**src/rtl/doodle_pkg.sv**
```systemverilog
// rtl/doodle_pkg.sv - shared channel states and default timing for button_conditioner
package doodle_pkg;

  localparam int DEF_DEBOUNCE_CYCLES = 4;
  localparam int DEF_REPEAT_DELAY    = 16;
  localparam int DEF_REPEAT_PERIOD   = 8;

  typedef enum logic [1:0] {
    IDLE    = 2'd0,
    DELAY   = 2'd1,
    REPEAT  = 2'd2,
    PRESSED = 2'd3
  } btn_state_t;

endpackage

```
**src/rtl/debounce_channel.sv**
```systemverilog
// rtl/debounce_channel.sv - one button: synchronizer, debounce counter, press/repeat FSM
// Auto-repeat (DELAY/REPEAT) is built only when BUTTON_AUTO_REPEAT_EN is defined.
module debounce_channel
  import doodle_pkg::*;
#(
  parameter int DEBOUNCE_CYCLES = DEF_DEBOUNCE_CYCLES
`ifdef BUTTON_AUTO_REPEAT_EN
  , parameter int REPEAT_DELAY  = DEF_REPEAT_DELAY
  , parameter int REPEAT_PERIOD = DEF_REPEAT_PERIOD
`endif
) (
  input  logic clk,
  input  logic reset,
  input  logic raw,
  output logic held,
  output logic strobe
);

  localparam int CW = $clog2(DEBOUNCE_CYCLES + 1);
  localparam logic [CW-1:0] CNT_LAST = CW'(DEBOUNCE_CYCLES - 1);

  logic          sync1, sync2;
  logic [CW-1:0] cnt;
  logic          toggle, rise, fall;
  btn_state_t    state, state_next;

  // strobe is combinational so the top can register it on the same edge held toggles
  assign toggle = (sync2 != held) && (cnt == CNT_LAST);
  assign rise   = toggle && !held;
  assign fall   = toggle && held;

  always_ff @(posedge clk or posedge reset) begin
    if (reset) begin
      sync1 <= 1'b0;
      sync2 <= 1'b0;
      cnt   <= '0;
      held  <= 1'b0;
    end else begin
      sync1 <= raw;
      sync2 <= sync1;
      if (sync2 == held || toggle) cnt <= '0;
      else                         cnt <= cnt + CW'(1);
      if (toggle) held <= ~held;
    end
  end

  always_ff @(posedge clk or posedge reset) begin
    if (reset) state <= IDLE;
    else       state <= state_next;
  end

`ifdef BUTTON_AUTO_REPEAT_EN
  localparam int RMAX = (REPEAT_DELAY > REPEAT_PERIOD) ? REPEAT_DELAY : REPEAT_PERIOD;
  localparam int RW   = $clog2(RMAX + 1);
  localparam logic [RW-1:0] DELAY_LAST  = RW'(REPEAT_DELAY - 1);
  localparam logic [RW-1:0] PERIOD_LAST = RW'(REPEAT_PERIOD - 1);

  logic [RW-1:0] rcnt;

  always_ff @(posedge clk or posedge reset) begin
    if (reset)              rcnt <= '0;
    else if (strobe)        rcnt <= '0;
    else if (rcnt != '1)    rcnt <= rcnt + RW'(1);
  end

  always_comb begin
    state_next = state;
    strobe     = 1'b0;
    if (fall) begin
      state_next = IDLE;
    end else begin
      case (state)
        IDLE:    if (rise) begin state_next = DELAY; strobe = 1'b1; end
        DELAY:   if (rcnt == DELAY_LAST) begin state_next = REPEAT; strobe = 1'b1; end
        REPEAT:  if (rcnt == PERIOD_LAST) strobe = 1'b1;
        default: state_next = IDLE;
      endcase
    end
  end
`else
  always_comb begin
    state_next = state;
    strobe     = 1'b0;
    if (fall) begin
      state_next = IDLE;
    end else begin
      case (state)
        IDLE:    if (rise) begin state_next = PRESSED; strobe = 1'b1; end
        PRESSED: state_next = PRESSED;
        default: state_next = IDLE;
      endcase
    end
  end
`endif

endmodule

```
**src/rtl/button_conditioner.sv**
```systemverilog
// rtl/button_conditioner.sv - two debounced buttons to mutually exclusive move strobes
// Auto-repeat is enabled by defining BUTTON_AUTO_REPEAT_EN.
module button_conditioner
  import doodle_pkg::*;
#(
  parameter int DEBOUNCE_CYCLES = DEF_DEBOUNCE_CYCLES,
  parameter int REPEAT_DELAY    = DEF_REPEAT_DELAY,
  parameter int REPEAT_PERIOD   = DEF_REPEAT_PERIOD
) (
  input  logic clk,
  input  logic reset,
  input  logic left_raw,
  input  logic right_raw,
  output logic left,
  output logic right,
  output logic left_held,
  output logic right_held
);

  logic left_due, right_due;

`ifdef BUTTON_AUTO_REPEAT_EN
  debounce_channel #(
    .DEBOUNCE_CYCLES(DEBOUNCE_CYCLES),
    .REPEAT_DELAY   (REPEAT_DELAY),
    .REPEAT_PERIOD  (REPEAT_PERIOD)
  ) u_left (
    .clk(clk), .reset(reset), .raw(left_raw), .held(left_held), .strobe(left_due)
  );

  debounce_channel #(
    .DEBOUNCE_CYCLES(DEBOUNCE_CYCLES),
    .REPEAT_DELAY   (REPEAT_DELAY),
    .REPEAT_PERIOD  (REPEAT_PERIOD)
  ) u_right (
    .clk(clk), .reset(reset), .raw(right_raw), .held(right_held), .strobe(right_due)
  );
`else
  debounce_channel #(
    .DEBOUNCE_CYCLES(DEBOUNCE_CYCLES)
  ) u_left (
    .clk(clk), .reset(reset), .raw(left_raw), .held(left_held), .strobe(left_due)
  );

  debounce_channel #(
    .DEBOUNCE_CYCLES(DEBOUNCE_CYCLES)
  ) u_right (
    .clk(clk), .reset(reset), .raw(right_raw), .held(right_held), .strobe(right_due)
  );

  // repeat timing has no effect in this build; an empty marker block flags bad values
  if (REPEAT_DELAY < 1 || REPEAT_PERIOD < 1) begin : g_repeat_params_out_of_range
  end
`endif

  // simultaneous requests cancel each other for that cycle only
  always_ff @(posedge clk or posedge reset) begin
    if (reset) begin
      left  <= 1'b0;
      right <= 1'b0;
    end else begin
      left  <= left_due & ~right_due;
      right <= right_due & ~left_due;
    end
  end

endmodule

```
**config.mk**
```make
export PLATFORM = sky130hd
export DESIGN_NAME = button_conditioner
export DESIGN_NICKNAME = d
export VERILOG_FILES = /design/src/rtl/doodle_pkg.sv /design/src/rtl/debounce_channel.sv /design/src/rtl/button_conditioner.sv
export SDC_FILE = /design/constraint.sdc
export NUM_CORES = 1
export LEC_CHECK = 0
export BUFFER_PORTS_ARGS = -buffer_cell sky130_fd_sc_hd__buf_2
export CAP_MARGIN = 20
export CORE_MARGIN = 10
export CORE_UTILIZATION = 40
export CTS_BUF_LIST = sky130_fd_sc_hd__clkbuf_4 sky130_fd_sc_hd__clkbuf_8 sky130_fd_sc_hd__clkbuf_16
export DETAILED_ROUTE_END_ITERATION = 16
export GPL_TIMING_DRIVEN = 0
export PLACE_DENSITY = 0.69
export SYNTH_ARGS = -nofsm -noshare
export SYNTH_HDL_FRONTEND = slang
export SYNTH_HIERARCHICAL = 1
export SYNTH_SLANG_ARGS = --single-unit
export TNS_END_PERCENT = 100
```
**constraint.sdc**
```tcl
create_clock -name clk -period 1.6 [get_ports clk]
set_input_delay 0 -clock clk [delete_from_list [all_inputs] [get_ports clk]]
set_output_delay 0 -clock clk [all_outputs]
set_load 0.02 [all_outputs]
```
# == Word level (Yosys, flattened, before mapping) ==
# Cells that the tools add are included.
# word_totals
reg_bits,18
input_bits,4
output_inout_bits,4
word_cells,56
# classes
add_sub_neg,2
eq_ne,10
n_mux,14
bitwise,6
reduce_logical,12
# op_table
cell,count
2-to-1 mux 2 bit,4
case mux 2 bit (2 select lines),2
"adder 3 x 1 -> 3 bit, second input constant",2
"equality test 3 x 2 -> 1 bit, second input constant",2
logical AND 1 bit,6
2-to-1 mux 1 bit,6
2-to-1 mux 3 bit,2
"inequality test 3 x 1 -> 1 bit, second input constant",2
"equality test 2 bit, second input constant",2
zero test 2 bit,2
inverter 1 bit,4
bitwise AND 1 bit,2
equality test 1 bit,2
zero test 1 bit,2
logical OR 1 bit,2
inequality test 1 bit,2

# == Logic depth before layout (Yosys ltp) ==
# logic_depth
ltp_word,8
depth_mapped,5
ltp_nobuf,5

# == Modules after synthesis ==
# The synthesis kept the hierarchy.
# modules_own_cells
mod,instances,cells_per_inst,area_per_inst_um2,seq_area_each_um2
debounce_channel,2,22,276.5,175.2
button_conditioner,1,5,68.8,50.0

# == Worst setup path after synthesis ==
# No wires, ideal clock.
# synth_path
path_kind,reg2reg
start,register u_left.cnt[0]
end,register right
setup_ns,0.120
t_arrival_ns,1.152
t_required_ns,1.480
path_slack_ns,0.329
path_stages_with_launch,6
path_buffers,0
period_less_slack_ns,1.271
path_cell_list,dfrtp_1 -> ha_1 -> ha_1 -> nand2_1 -> nor3_1 -> and2b_2
# synth_via
elab_chain_cells,8
word_cells_on_any_way,9
classes_between,eq/ne (1); mux (3); bitwise (2); reduce/logical (3)
# synth_lines
element,line,source
from (decl),debounce_channel.sv:23,logic [CW-1:0] cnt;
from (signal assigned),debounce_channel.sv:42,else cnt <= cnt + CW'(1);
equality test 3 x 2 -> 1 bit (*),debounce_channel.sv:28,assign toggle = (sync2 != held) && (cnt == CNT_LAST);
logical AND 1 bit (*),debounce_channel.sv:28,
logical AND 1 bit,debounce_channel.sv:29,assign rise = toggle && !held;
2-to-1 mux 1 bit,debounce_channel.sv:88,IDLE: if (rise) begin state_next = PRESSED; strobe = 1'b1; end
2-to-1 mux 1 bit,debounce_channel.sv:87,case (state)
2-to-1 mux 1 bit (*),debounce_channel.sv:84,if (fall) begin
via left_due,button_conditioner.sv:20,"logic left_due, right_due;"
inverter 1 bit (*),button_conditioner.sv:63,right <= right_due & ~left_due;
bitwise AND 1 bit (*),button_conditioner.sv:63,
to (signal assigned),button_conditioner.sv:63,
to (decl),button_conditioner.sv:15,"output logic right,"
# Mark *: on every way through the listed nets, which the timed path passes. The rest lies on a longest branch.
# A chain may end at the register's enable or synchronous reset.

# == Worst setup path in the final report ==
# Ends and elaborated chain as after synthesis.

==> run_results.csv <==
group,metric,value,unit
cts,ctsHtreeMaxLevel,1,
synth,synth-seq-cells,16,
status,outcome,"complete, no violations",
hold_path,hold_path_class,"input port to asynchronous set/reset pin",
sta,relSlewSlack,80.5,%
power_and_ir_drop,powerDensity,1410,nW/µm²
global_route,grt_max_degree,10,
global_route,grt_pass1_wl,1500,µm
flow_run,drv_cap,0,
drt,post_drt_via_cell_ratio,4.58,
synth,synth_nets,57,
critical_path,endpoint_kind,"register",
die,dieArea,3530,µm²
final_layout,nNetsFinal,72,
final_layout,diodes,0,
sta,worst_slack,181,ps
sta,finalSetupViolations,0,
cts,numCtsBuffers,3,
drt,vias,362,
die,die_w,59.4,µm
placed_design,place_congestion,0.662,
cts,cts.path.max_buffers,2,
sta,slew_viol_final,0,
critical_path,cpMostUsedCell,"ha_1",
cts,cts_tree,"done",
placed_design,pre_cts_ws,166,ps
final_layout,area_growth,19.5,%
power_and_ir_drop,power_leakage,0.363,nW
power_and_ir_drop,max-vdd-ir-drop,0.617,mV
sta,finalCriticalPeriod,1420,ps
final_layout,multi_input_area,195,µm²
die,core_area,1490,µm²
synth,syn-instance-count,49,
drt,top_layer,"met4",
critical_path,cp_max_fo,7,
critical_path,r2r_start,"u_left/cnt[0]",
die,num_rows,14,
synth,synth_area_per_cell,12.7,µm²
die,die_h,59.4,µm
drt,drt_pass1_iterations,4,
cts,insertion_delay,270,ps
sta,finalHoldViolCount,0,
synth,seq_area_frac_synth,64.4,%
critical_path,max_stage_delay,360,ps
drt,wl_per_cell,11.0,µm
placed_design,io_buffers,7,
drt,dr_wl_met3,53,µm
critical_path,slowest_stage,"dfrtp_1",
placed_design,dp_hpwl,700,µm
drt,drt_iter0_drc,5,
drt,antenna_left,0,
synth,ys_types,13,
global_route,grt_use_total,5.73,%
cts,clock-sinks,16,
critical_path,worstPathRequired,1770,ps
critical_path,cp-start-kind,"register",
cts,clk_pin_slew,80,ps
drt,wl_met2,431,µm
final_layout,final_layout_size_suffix_gt1_share,22.2,%
critical_path,crit_chain,"ha_1 > ha_1 > nand2_1 > nor3_1 > and2b_2",
sta,finalSetupTns,0,ps
final_layout,fillCellCount,123,
drt,wl_met1,356,µm
cts,root_buffer,"clkbuf_4",
synth,syn_area,622,µm²
sta,rsz0062_at_grt,"no",
sta,skew,1.79,ps
sta,fin_hold_ws,121,ps
critical_path,startpoint,"u_left/cnt[0]",
sta,max_slew.worst_pin.slew,290,ps
global_route,grt_pass1_vias,336,
critical_path,cpLargestDelayFamily,"simple AND/OR/NAND/NOR gates",
critical_path,crit_buf_inv,0,
critical_path,critPathKind,"register to register",
die,initial_utilization,41.8,%
sta,fmax,705,MHz
global_route,grt_antenna_before_repair,0,
sta,fin_crit_sh,88.7,%
critical_path,arrival,1590,ps
final_layout,seq_area,400,µm²
die,pin_count,8,
drt,drcViolationCount,0,
drt,routed_wl,872,µm
global_route,grt_overflow,0,
cts,cts.repair.resized,0,
synth,ys_warn_count,6,
[cell families (layout without fill, tap and decap cells)]
group	count (synthesis)	in the layout	synth area share, %
simple gates	14	14	14.5
xor+xnor	2	2	2.82
fa+ha+maj	4	4	8.05
flops	16	16	64.4
compound gates	6	6	6.04
buf+inv	7	21	4.23
[report_power, final]
part           leakage, nW  switching (mW)  internal (mW)
clock network       0.0210           0.115          0.138
registers            0.197          0.0567          0.488
logic                0.146           0.134          0.117
total                0.363           0.305          0.743
[flip-flops by register name, summed over array words and instances (netlist names)]
| register | flops |
|---|---|
| right | 1 |
| u_left/sync1 | 1 |
| u_right/sync2 | 1 |
| u_left/sync2 | 1 |
| left | 1 |
| u_left/held | 1 |
| u_right/sync1 | 1 |
| u_left/state | 1 |
| u_right/cnt | 3 |
| u_right/state | 1 |
| u_left/cnt | 3 |
| u_right/held | 1 |
[cells in the mapped netlist]
cell | instances | area [µm²]
dfrtp_1 | 16 | 400
inv_1 | 7 | 26.3
nor3_1 | 6 | 30.0
ha_1 | 4 | 50.1
a21oi_1 | 2 | 10.0
nand2_1 | 2 | 7.51
nand2b_1 | 2 | 12.5
nor3b_2 | 2 | 25.0
o21ai_0 | 2 | 10.0
o2bb2ai_1 | 2 | 17.5
xnor2_1 | 2 | 17.5
and2b_2 | 1 | 8.76
nor2b_1 | 1 | 6.26
[routing by layer]
layer | up-vias | global-route usage [%]
met3 | 2 | 1.50
met1 | 164 | 6.77
li1 | 190 | -
met4 | 0 | 6.89
met5 | - | 0
met2 | 6 | 7.43
[cells in the final DEF (no fill, tap or decap), types with 2 or more instances in the layout]
cell            n
a21oi_1         2
buf_2           7
clkbuf_4        3
dfrtp_1        16
dlygate4sd3_1   3
ha_1            4
inv_1           7
nand2_1         2
nand2b_1        2
nor3_1          6
nor3b_2         2
o21ai_0         2
o2bb2ai_1       2
xnor2_1         2
[worst reg2reg max path, cell delays in order (launching register included)]
cell and delay [ps]:
dfrtp_1 360, ha_1 160, ha_1 270, nand2_1 100, nor3_1 180, and2b_2 240
[per-stage QoR]
step	instance area (µm²)	total power, mW	std cells	util [%]
global placement	677	0.793	72	45.5
CTS	743	1.08	79	49.9
floorplan	622	0.737	49	-
finish	743	1.05	79	49.9
detailed placement	677	0.807	72	45.5
global route	743	1.13	79	49.9
[cell type report]
cell class,instances,share of cell area [%]
well taps,16,2.69
repair buffers,10,8.75
clock buffers,4,4.88
inverters,7,3.54
multi-input cells,26,26.3
flip-flops and latches,16,53.9
[path summary, 6_finish.rpt]
| check | endpoint | slack [ps] | cells after the start |
|---|---|---|---|
| min in group clk | u_left/sync1 | 360 | 2 |
| min | left | 120 | 3 |
| max reg2reg | right | 180 | 5 |
| max in group asynchronous | u_right/held | 1190 | 3 |
| min reg2reg | u_left/sync2 | 360 | 0 |
| max | right | 180 | 5 |
[timing repair]
action                                  in CTS  in global routing
endpoints found under the setup margin       0                  0
buffers inserted                             0                  0
hold buffers                                 3                  0
endpoints found under the hold margin       18                  0
(Power assumes the default switching activity.)
